## src/rtl/ss_score_display_if.sv

```systemverilog
// Bundles the scan-select, value-load and display-drive signals of ss_score_display.
// state is a read-only debug view of the conversion FSM.
interface ss_score_display_if;
  logic [2:0]  sel;
  logic [13:0] score;
  logic [13:0] hiscore;
  logic        load;
  logic [7:0]  an;
  logic [6:0]  seg;
  logic        dp;
  logic        busy;
  logic [1:0]  state;

  modport master (output sel, score, hiscore, load,
                  input  an, seg, dp, busy, state);
  modport slave  (input  sel, score, hiscore, load,
                  output an, seg, dp, busy, state);
endinterface

```

## src/rtl/ss_score_display.sv

```systemverilog
// Two-value score display: double-dabble BCD conversion of score/hiscore and a
// registered digit driver for an 8-digit multiplexed seven-segment display.
module ss_score_display #(
  parameter bit         BLANK_EN = 1'b1,
  parameter logic [3:0] DP_DIGIT = 4'd4
) (
  input logic              clk,
  input logic              rst,
  ss_score_display_if.slave bus
);

  localparam logic [1:0] IDLE   = 2'd0;
  localparam logic [1:0] CONV   = 2'd1;
  localparam logic [1:0] COMMIT = 2'd2;

  logic [1:0]  state_q, state_d;
  logic [3:0]  cnt_q, cnt_d;
  logic [13:0] sc_bin_q, sc_bin_d, hi_bin_q, hi_bin_d;
  logic [15:0] sc_bcd_q, sc_bcd_d, hi_bcd_q, hi_bcd_d;
  logic [15:0] sc_disp_q, sc_disp_d, hi_disp_q, hi_disp_d;
  logic        pend_q, pend_d;
  logic [13:0] pend_sc_q, pend_sc_d, pend_hi_q, pend_hi_d;
  logic [7:0]  an_q, an_d;
  logic [6:0]  seg_q, seg_d;
  logic        dp_q, dp_d;
  logic [29:0] sc_step, hi_step;
  logic [15:0] grp;
  logic [3:0]  nib;
  logic [1:0]  idx;
  logic        blank;

  function automatic logic [13:0] clamp(input logic [13:0] v);
    return (v > 14'd9999) ? 14'd9999 : v;
  endfunction

  // One double-dabble iteration: add 3 to nibbles >= 5, then shift {bcd,bin} left.
  function automatic logic [29:0] dabble(input logic [15:0] bcd, input logic [13:0] bin);
    logic [15:0] t;
    t = bcd;
    for (int k = 0; k < 4; k++) begin
      if (t[4*k +: 4] >= 4'd5) t[4*k +: 4] = t[4*k +: 4] + 4'd3;
    end
    return {t[14:0], bin, 1'b0};
  endfunction

  always_comb begin
    state_d   = state_q;
    cnt_d     = cnt_q;
    sc_bin_d  = sc_bin_q;
    hi_bin_d  = hi_bin_q;
    sc_bcd_d  = sc_bcd_q;
    hi_bcd_d  = hi_bcd_q;
    sc_disp_d = sc_disp_q;
    hi_disp_d = hi_disp_q;
    pend_d    = pend_q;
    pend_sc_d = pend_sc_q;
    pend_hi_d = pend_hi_q;
    sc_step   = dabble(sc_bcd_q, sc_bin_q);
    hi_step   = dabble(hi_bcd_q, hi_bin_q);
    case (state_q)
      IDLE: begin
        if (bus.load) begin
          sc_bin_d = clamp(bus.score);
          hi_bin_d = clamp(bus.hiscore);
          sc_bcd_d = '0;
          hi_bcd_d = '0;
          cnt_d    = '0;
          state_d  = CONV;
        end
      end
      CONV: begin
        {sc_bcd_d, sc_bin_d} = sc_step;
        {hi_bcd_d, hi_bin_d} = hi_step;
        cnt_d = cnt_q + 4'd1;
        if (cnt_q == 4'd13) state_d = COMMIT;
        if (bus.load) begin
          pend_d    = 1'b1;
          pend_sc_d = clamp(bus.score);
          pend_hi_d = clamp(bus.hiscore);
        end
      end
      COMMIT: begin
        sc_disp_d = sc_bcd_q;
        hi_disp_d = hi_bcd_q;
        // A load arriving in this very cycle is newer than any shadowed one.
        if (bus.load || pend_q) begin
          pend_d   = 1'b0;
          sc_bin_d = bus.load ? clamp(bus.score)   : pend_sc_q;
          hi_bin_d = bus.load ? clamp(bus.hiscore) : pend_hi_q;
          sc_bcd_d = '0;
          hi_bcd_d = '0;
          cnt_d    = '0;
          state_d  = CONV;
        end else begin
          state_d = IDLE;
        end
      end
      default: state_d = IDLE;
    endcase
  end

  always_comb begin
    idx   = bus.sel[1:0];
    grp   = bus.sel[2] ? hi_disp_q : sc_disp_q;
    nib   = grp[{idx, 2'b00} +: 4];
    blank = BLANK_EN && (idx != 2'd0);
    for (int k = 0; k < 4; k++) begin
      if ((2'(k) >= idx) && (grp[4*k +: 4] != 4'd0)) blank = 1'b0;
    end
    case (nib)
      4'd0:    seg_d = 7'b1000000;
      4'd1:    seg_d = 7'b1111001;
      4'd2:    seg_d = 7'b0100100;
      4'd3:    seg_d = 7'b0110000;
      4'd4:    seg_d = 7'b0011001;
      4'd5:    seg_d = 7'b0010010;
      4'd6:    seg_d = 7'b0000010;
      4'd7:    seg_d = 7'b1111000;
      4'd8:    seg_d = 7'b0000000;
      4'd9:    seg_d = 7'b0010000;
      default: seg_d = 7'h7F;
    endcase
    an_d = ~(8'd1 << bus.sel);
    if (blank) begin
      an_d  = 8'hFF;
      seg_d = 7'h7F;
    end
    dp_d = !(({1'b0, bus.sel} == DP_DIGIT) && !blank);
  end

  always_ff @(posedge clk) begin
    if (rst) begin
      state_q   <= IDLE;
      cnt_q     <= '0;
      sc_bin_q  <= '0;
      hi_bin_q  <= '0;
      sc_bcd_q  <= '0;
      hi_bcd_q  <= '0;
      sc_disp_q <= '0;
      hi_disp_q <= '0;
      pend_q    <= 1'b0;
      pend_sc_q <= '0;
      pend_hi_q <= '0;
      an_q      <= 8'hFF;
      seg_q     <= 7'h7F;
      dp_q      <= 1'b1;
    end else begin
      state_q   <= state_d;
      cnt_q     <= cnt_d;
      sc_bin_q  <= sc_bin_d;
      hi_bin_q  <= hi_bin_d;
      sc_bcd_q  <= sc_bcd_d;
      hi_bcd_q  <= hi_bcd_d;
      sc_disp_q <= sc_disp_d;
      hi_disp_q <= hi_disp_d;
      pend_q    <= pend_d;
      pend_sc_q <= pend_sc_d;
      pend_hi_q <= pend_hi_d;
      an_q      <= an_d;
      seg_q     <= seg_d;
      dp_q      <= dp_d;
    end
  end

  assign bus.an    = an_q;
  assign bus.seg   = seg_q;
  assign bus.dp    = dp_q;
  assign bus.busy  = (state_q != IDLE);
  assign bus.state = state_q;

endmodule

```

## src/flat_wrapper.sv

```systemverilog
// flat-port wrapper written by rule: the top's interface ports become plain ports
module ss_score_display_flat 
#(
  parameter bit         BLANK_EN = 1'b1,
  parameter logic [3:0] DP_DIGIT = 4'd4
)
  (clk, rst, bus_sel, bus_score, bus_hiscore, bus_load, bus_an, bus_seg, bus_dp, bus_busy, bus_state);
  ss_score_display_if bus_i ();
  input logic clk;
  input logic rst;
  input wire logic [$bits(bus_i.sel)-1:0] bus_sel;
  input wire logic [$bits(bus_i.score)-1:0] bus_score;
  input wire logic [$bits(bus_i.hiscore)-1:0] bus_hiscore;
  input wire logic [$bits(bus_i.load)-1:0] bus_load;
  output wire logic [$bits(bus_i.an)-1:0] bus_an;
  output wire logic [$bits(bus_i.seg)-1:0] bus_seg;
  output wire logic [$bits(bus_i.dp)-1:0] bus_dp;
  output wire logic [$bits(bus_i.busy)-1:0] bus_busy;
  output wire logic [$bits(bus_i.state)-1:0] bus_state;
  assign bus_i.sel = bus_sel;
  assign bus_i.score = bus_score;
  assign bus_i.hiscore = bus_hiscore;
  assign bus_i.load = bus_load;
  assign bus_an = bus_i.an;
  assign bus_seg = bus_i.seg;
  assign bus_dp = bus_i.dp;
  assign bus_busy = bus_i.busy;
  assign bus_state = bus_i.state;
  ss_score_display #(.BLANK_EN(BLANK_EN), .DP_DIGIT(DP_DIGIT)) u_core (.clk(clk), .rst(rst), .bus(bus_i));
endmodule
```

## config.mk

```make
export PLATFORM = sky130hd
export DESIGN_NAME = ss_score_display_flat
export DESIGN_NICKNAME = d
export VERILOG_FILES = /design/src/rtl/ss_score_display_if.sv /design/src/rtl/ss_score_display.sv /design/src/flat_wrapper.sv
export SDC_FILE = /design/constraint.sdc
export NUM_CORES = 1
export LEC_CHECK = 0
export CELL_PAD_IN_SITES_DETAIL_PLACEMENT = 1
export CELL_PAD_IN_SITES_GLOBAL_PLACEMENT = 1
export CORE_MARGIN = 10
export CORE_UTILIZATION = 45
export DETAILED_ROUTE_END_ITERATION = 8
export GPL_ROUTABILITY_DRIVEN = 0
export GPL_TIMING_DRIVEN = 0
export PLACE_DENSITY_LB_ADDON = 0.1
export REMOVE_ABC_BUFFERS = 1
export SLEW_MARGIN = 10
export SYNTH_ARGS = -nofsm -noshare
export SYNTH_HDL_FRONTEND = slang
export SYNTH_SLANG_ARGS = --single-unit
```

## constraint.sdc

```tcl
create_clock -name clk -period 3.1 [get_ports clk]
set_input_delay 0.62 -clock clk [delete_from_list [all_inputs] [get_ports clk]]
set_output_delay 0.62 -clock clk [all_outputs]
set_load 0.02 [all_outputs]
```

==> results by group, run 1 <==
Min path
  – HP Start: u_core.pend_sc_q[4]$_SDFFE_PP0P_
  – Worst hold path endpoint: u_core.pend_sc_q[4]$_SDFFE_PP0P_
  – WHS Path Cells: 2
  – Class of the worst hold path: flop to flop

Synthesis
  – Post-synthesis sequential area ratio: 41.0%
  – Largest cells by area after synthesis: dfxtp_1, mux2i_1, nor2_1
  – Synthesized area per cell: 8.50 sq um
  – #FFs+latches synth: 143
  – Post-synth EDFFs: 0
  – Async set-or-reset flop fraction in the synthesized netlist: 0%
  – Yosys top cell area share: 41.0%
  – Synth top cells by count: dfxtp_1, nor2_1, a21oi_1
  – Yosys warnings: 0
  – Post-Syn Area: 0.00699 sq mm
  – Cell accounting for the most synthesized area: dfxtp_1
  – Post-Synthesis Cells: 822
  – Most common cell in the netlist: dfxtp_1
  – Unique cell type count in the Yosys netlist: 55
  – Ys flop type: dfxtp_1

Setup path
  – Worst r2r dst: u_core.sc_bin_q[11]$_SDFFE_PP0P_
  – R2R Path Start: u_core.bus.state[1]$_SDFFE_PP0P_
  – Worst setup EP type: flop
  – Startpoint Class: flop
  – R2R depth: 6
  – CP Max Fanout: 21
  – WP data arrival: 3080 ps
  – Crit path cell chain: inv_1 -> ha_1 -> nor2b_2 -> and2_2 -> a22oi_1 -> a311oi_1
  – Reg-to-reg slack, setup: 350 ps
  – WS Path Type: flop to flop
  – Crit-path max cell delay: 720 ps
  – Critical Path RT: 3430 ps
  – Crit-path slowest cell: ha_1

Floorplan
  – Initial Util: 46.0%
  – Height of the chip: 145 um
  – # rows: 45
  – Die area: 0.0209 sq mm
  – Die Wd: 145 um
  – Io pins: 53
  – Core Box Area: 0.0152 sq mm

Drt
  – Drt via density: 5.81
  – DRT Pass-1 Iters: 4
  – DR vias: 6047
  – Final wirelength: 19.4 mm
  – DRT iter0 DRCs: 311
  – Detail Route Antenna Nets: 0
  – Routed WL per cell: 18.6 um
  – Drt drc: 0

Global route
  – Total gr overflow: 0
  – Number of global-route vias before repair: 6453
  – Most crowded layer after global routing: met2
  – Gr usage total: 19.2%
  – GR met1 Demand/Resource: 21.0%
  – Grt met3 use: 3.97%
  – Largest net degree at the start of global routing: 80
  – Initial antenna violation count: 0
  – Met2 Usage GRT: 35.8%
  – First-pass GRT wire length: 32.2 mm

Final layout
  – Nets: 900
  – Antenna Cells: 0
  – Final cell count without fillers: 1040
  – Area of the multi-input gates: 0.00378 sq mm
  – Sequential standard cell area: 0.00286 sq mm
  – # fillers: 1768
  – Share of cells above drive strength 1: 8.45%
  – Area added between synthesis and finish: 17.6%

Clock network
  – CTS H-Tree Depth: 4
  – CTS root buffer: clkbuf_16
  – Worst-Skew Late Latency: 420 ps
  – Cts bufs inserted: 17
  – PostCTS Resize Cnt: 7
  – Max clock buf depth: 2
  – CTS tree: yes
  – CTS Hold Buffers Added: 0
  – CTS clk-pin slew, worst paths: 60 ps
  – Post-CTS Setup Inserts: 0
  – Count of clock tree sinks: 143

Timing
  – Part of the cycle the worst path needs: 88.6%
  – Final hold violation count: 0
  – Setup repair after global routing missed its margin: no
  – Clk_skew: 7.73 ps
  – Endpoints failing setup: 0
  – Min Hold Slack: 457 ps
  – Rel. slew slack: 35.9%
  – Slew Limit Fails: 0
  – Minimum clock period: 2750 ps
  – Maximum clock rate: 364 MHz
  – Worst slew pin tran: 961 ps

Power and ir drop
  – Net Sw Power: 1.17 mW
  – Switching part of the total: 25.0%
  – Clk network pwr share: 45.5%
  – P_leak: 2.93 nW
  – Peak supply drop: 0.000428 V
  – Cell area power density: 571 mW/mm^2
  – Pint: 3.52 mW
  – Logic pwr share: 12.5%
  – Reg power frac: 41.9%

Placed design
  – Detailed placement HPWL: 13.0 mm
  – Port bufs: 52
  – Dpl cells: 1008

Job
  – Max-Cap Viols: 0

Status
  – Outcome: finished, final reports clean
## critical path: cells and delay by family, from the launching register on
kind / cells / cell delay (ps)
AOI/OAI and AO/OA: 2 / 410
adders and majority gates: 1 / 720
buffers and inverters: 1 / 100
DFF: 1 / 390
and+or+nand+nor: 2 / 1020
## power by group through the flow
| stage | registers [mW] | clock network [mW] | logic (mW) |
|---|---|---|---|
| final | 1.97 | 2.14 | 0.589 |
| after CTS | 1.97 | 2.18 | 0.592 |
| after global routing | 1.98 | 2.27 | 0.652 |
| after detailed placement | 2.01 | 0 | 0.588 |
| after global placement | 2.01 | 0 | 0.540 |
| after floorplan | 2.01 | 0 | 0.308 |
## flip-flops by register name, summed over array words and instances (netlist names)
name	cells
u_core.bus.seg	7
u_core.bus.an	8
u_core.bus.state	2
u_core.pend_q	1
u_core.hi_disp_q	16
u_core.sc_bin_q	14
u_core.pend_hi_q	14
u_core.sc_bcd_q	16
u_core.bus.dp	1
u_core.pend_sc_q	14
u_core.hi_bcd_q	16
u_core.cnt_q	4
u_core.hi_bin_q	14
u_core.sc_disp_q	16
## per-layer routing
metal | share of wire (%) | wire (um)
met1 | 43 | 8310
met2 | 52 | 10200
met3 | 3.1 | 606
met4 | 1.6 | 312
met5 | 0 | 0
## area by class of cell
type | instances | area share [%]
timing repair buffer | 59 | 7.67
clock inverter | 6 | 1.58
inverter | 28 | 1.28
tap | 188 | 2.86
clock buffer | 26 | 5.83
multi-input combinational | 590 | 46.0
sequential | 143 | 34.8
## logic make-up (layout without fill, tap and decap cells)
| kind of cell | after synthesis | count (layout) | synth area share, % |
|---|---|---|---|
| muxes | 54 | 54 | 9.20 |
| AOI/OAI and AO/OA | 205 | 205 | 18.4 |
| and+or+nand+nor | 296 | 296 | 20.0 |
| buffers and inverters | 89 | 119 | 5.62 |
| DFF | 143 | 143 | 41.0 |
| xor gates and xnor gates | 8 | 8 | 1.00 |
| adders and majority gates | 27 | 27 | 4.83 |
## metrics by stage
| stage | setup TNS [ps] | cell area, sq um | total power, mW | worst slack, ps | util, % |
|---|---|---|---|---|---|
| CTS | 0 | 8210 | 4.74 | 38.5 | 54.0 |
| finish | 0 | 8220 | 4.70 | 353 | 54.1 |
| global placement | -284780 | 7460 | 2.55 | -3620 | 49.1 |
| floorplan | -35260 | 6700 | 2.32 | -618 | - |
| detailed placement | -5540 | 7590 | 2.60 | -705 | 50.0 |
| global route | 0 | 8220 | 4.90 | 134 | 54.1 |
## cells in the final DEF (no fill, tap or decap), drive strengths merged, types with 28 or more instances in the layout
cell type	instances
nor3	38
nor2	98
dfxtp	143
clkdlybuf4s50	48
mux2i	45
nand3	44
a21oi	71
nand2	57
o21ai	65
inv	28
## worst max-delay path by stage
stage,endpoint,slack (ps),cells after the start,start
after global routing,u_core.sc_bin_q[12]$_SDFFE_PP0P_,130,6,u_core.bus.state[1]$_SDFFE_PP0P_
final,u_core.sc_bin_q[11]$_SDFFE_PP0P_,350,6,u_core.bus.state[1]$_SDFFE_PP0P_
after floorplan,u_core.hi_bcd_q[10]$_SDFFE_PP0P_,-620,6,u_core.bus.state[1]$_SDFFE_PP0P_
after global placement,u_core.hi_bin_q[0]$_SDFFE_PP0P_,-3620,4,rst
after detailed placement,u_core.bus.seg[5]$_SDFF_PP1_,-710,9,bus_sel[1]
after CTS,u_core.bus.seg[5]$_SDFF_PP1_,40,8,bus_sel[2]
No activity file was read; power rests on OpenSTA's default activity.
==> run 2, diff against run 1 <==
--- a/config.mk
+++ b/config.mk
@@ -18,3 +18,4 @@
 export SYNTH_ARGS = -nofsm -noshare
 export SYNTH_HDL_FRONTEND = slang
 export SYNTH_SLANG_ARGS = --single-unit
+export TNS_END_PERCENT = 1
==> results of run 2 <==
The final DEF is identical to that of run 1; final timing and power are the same.
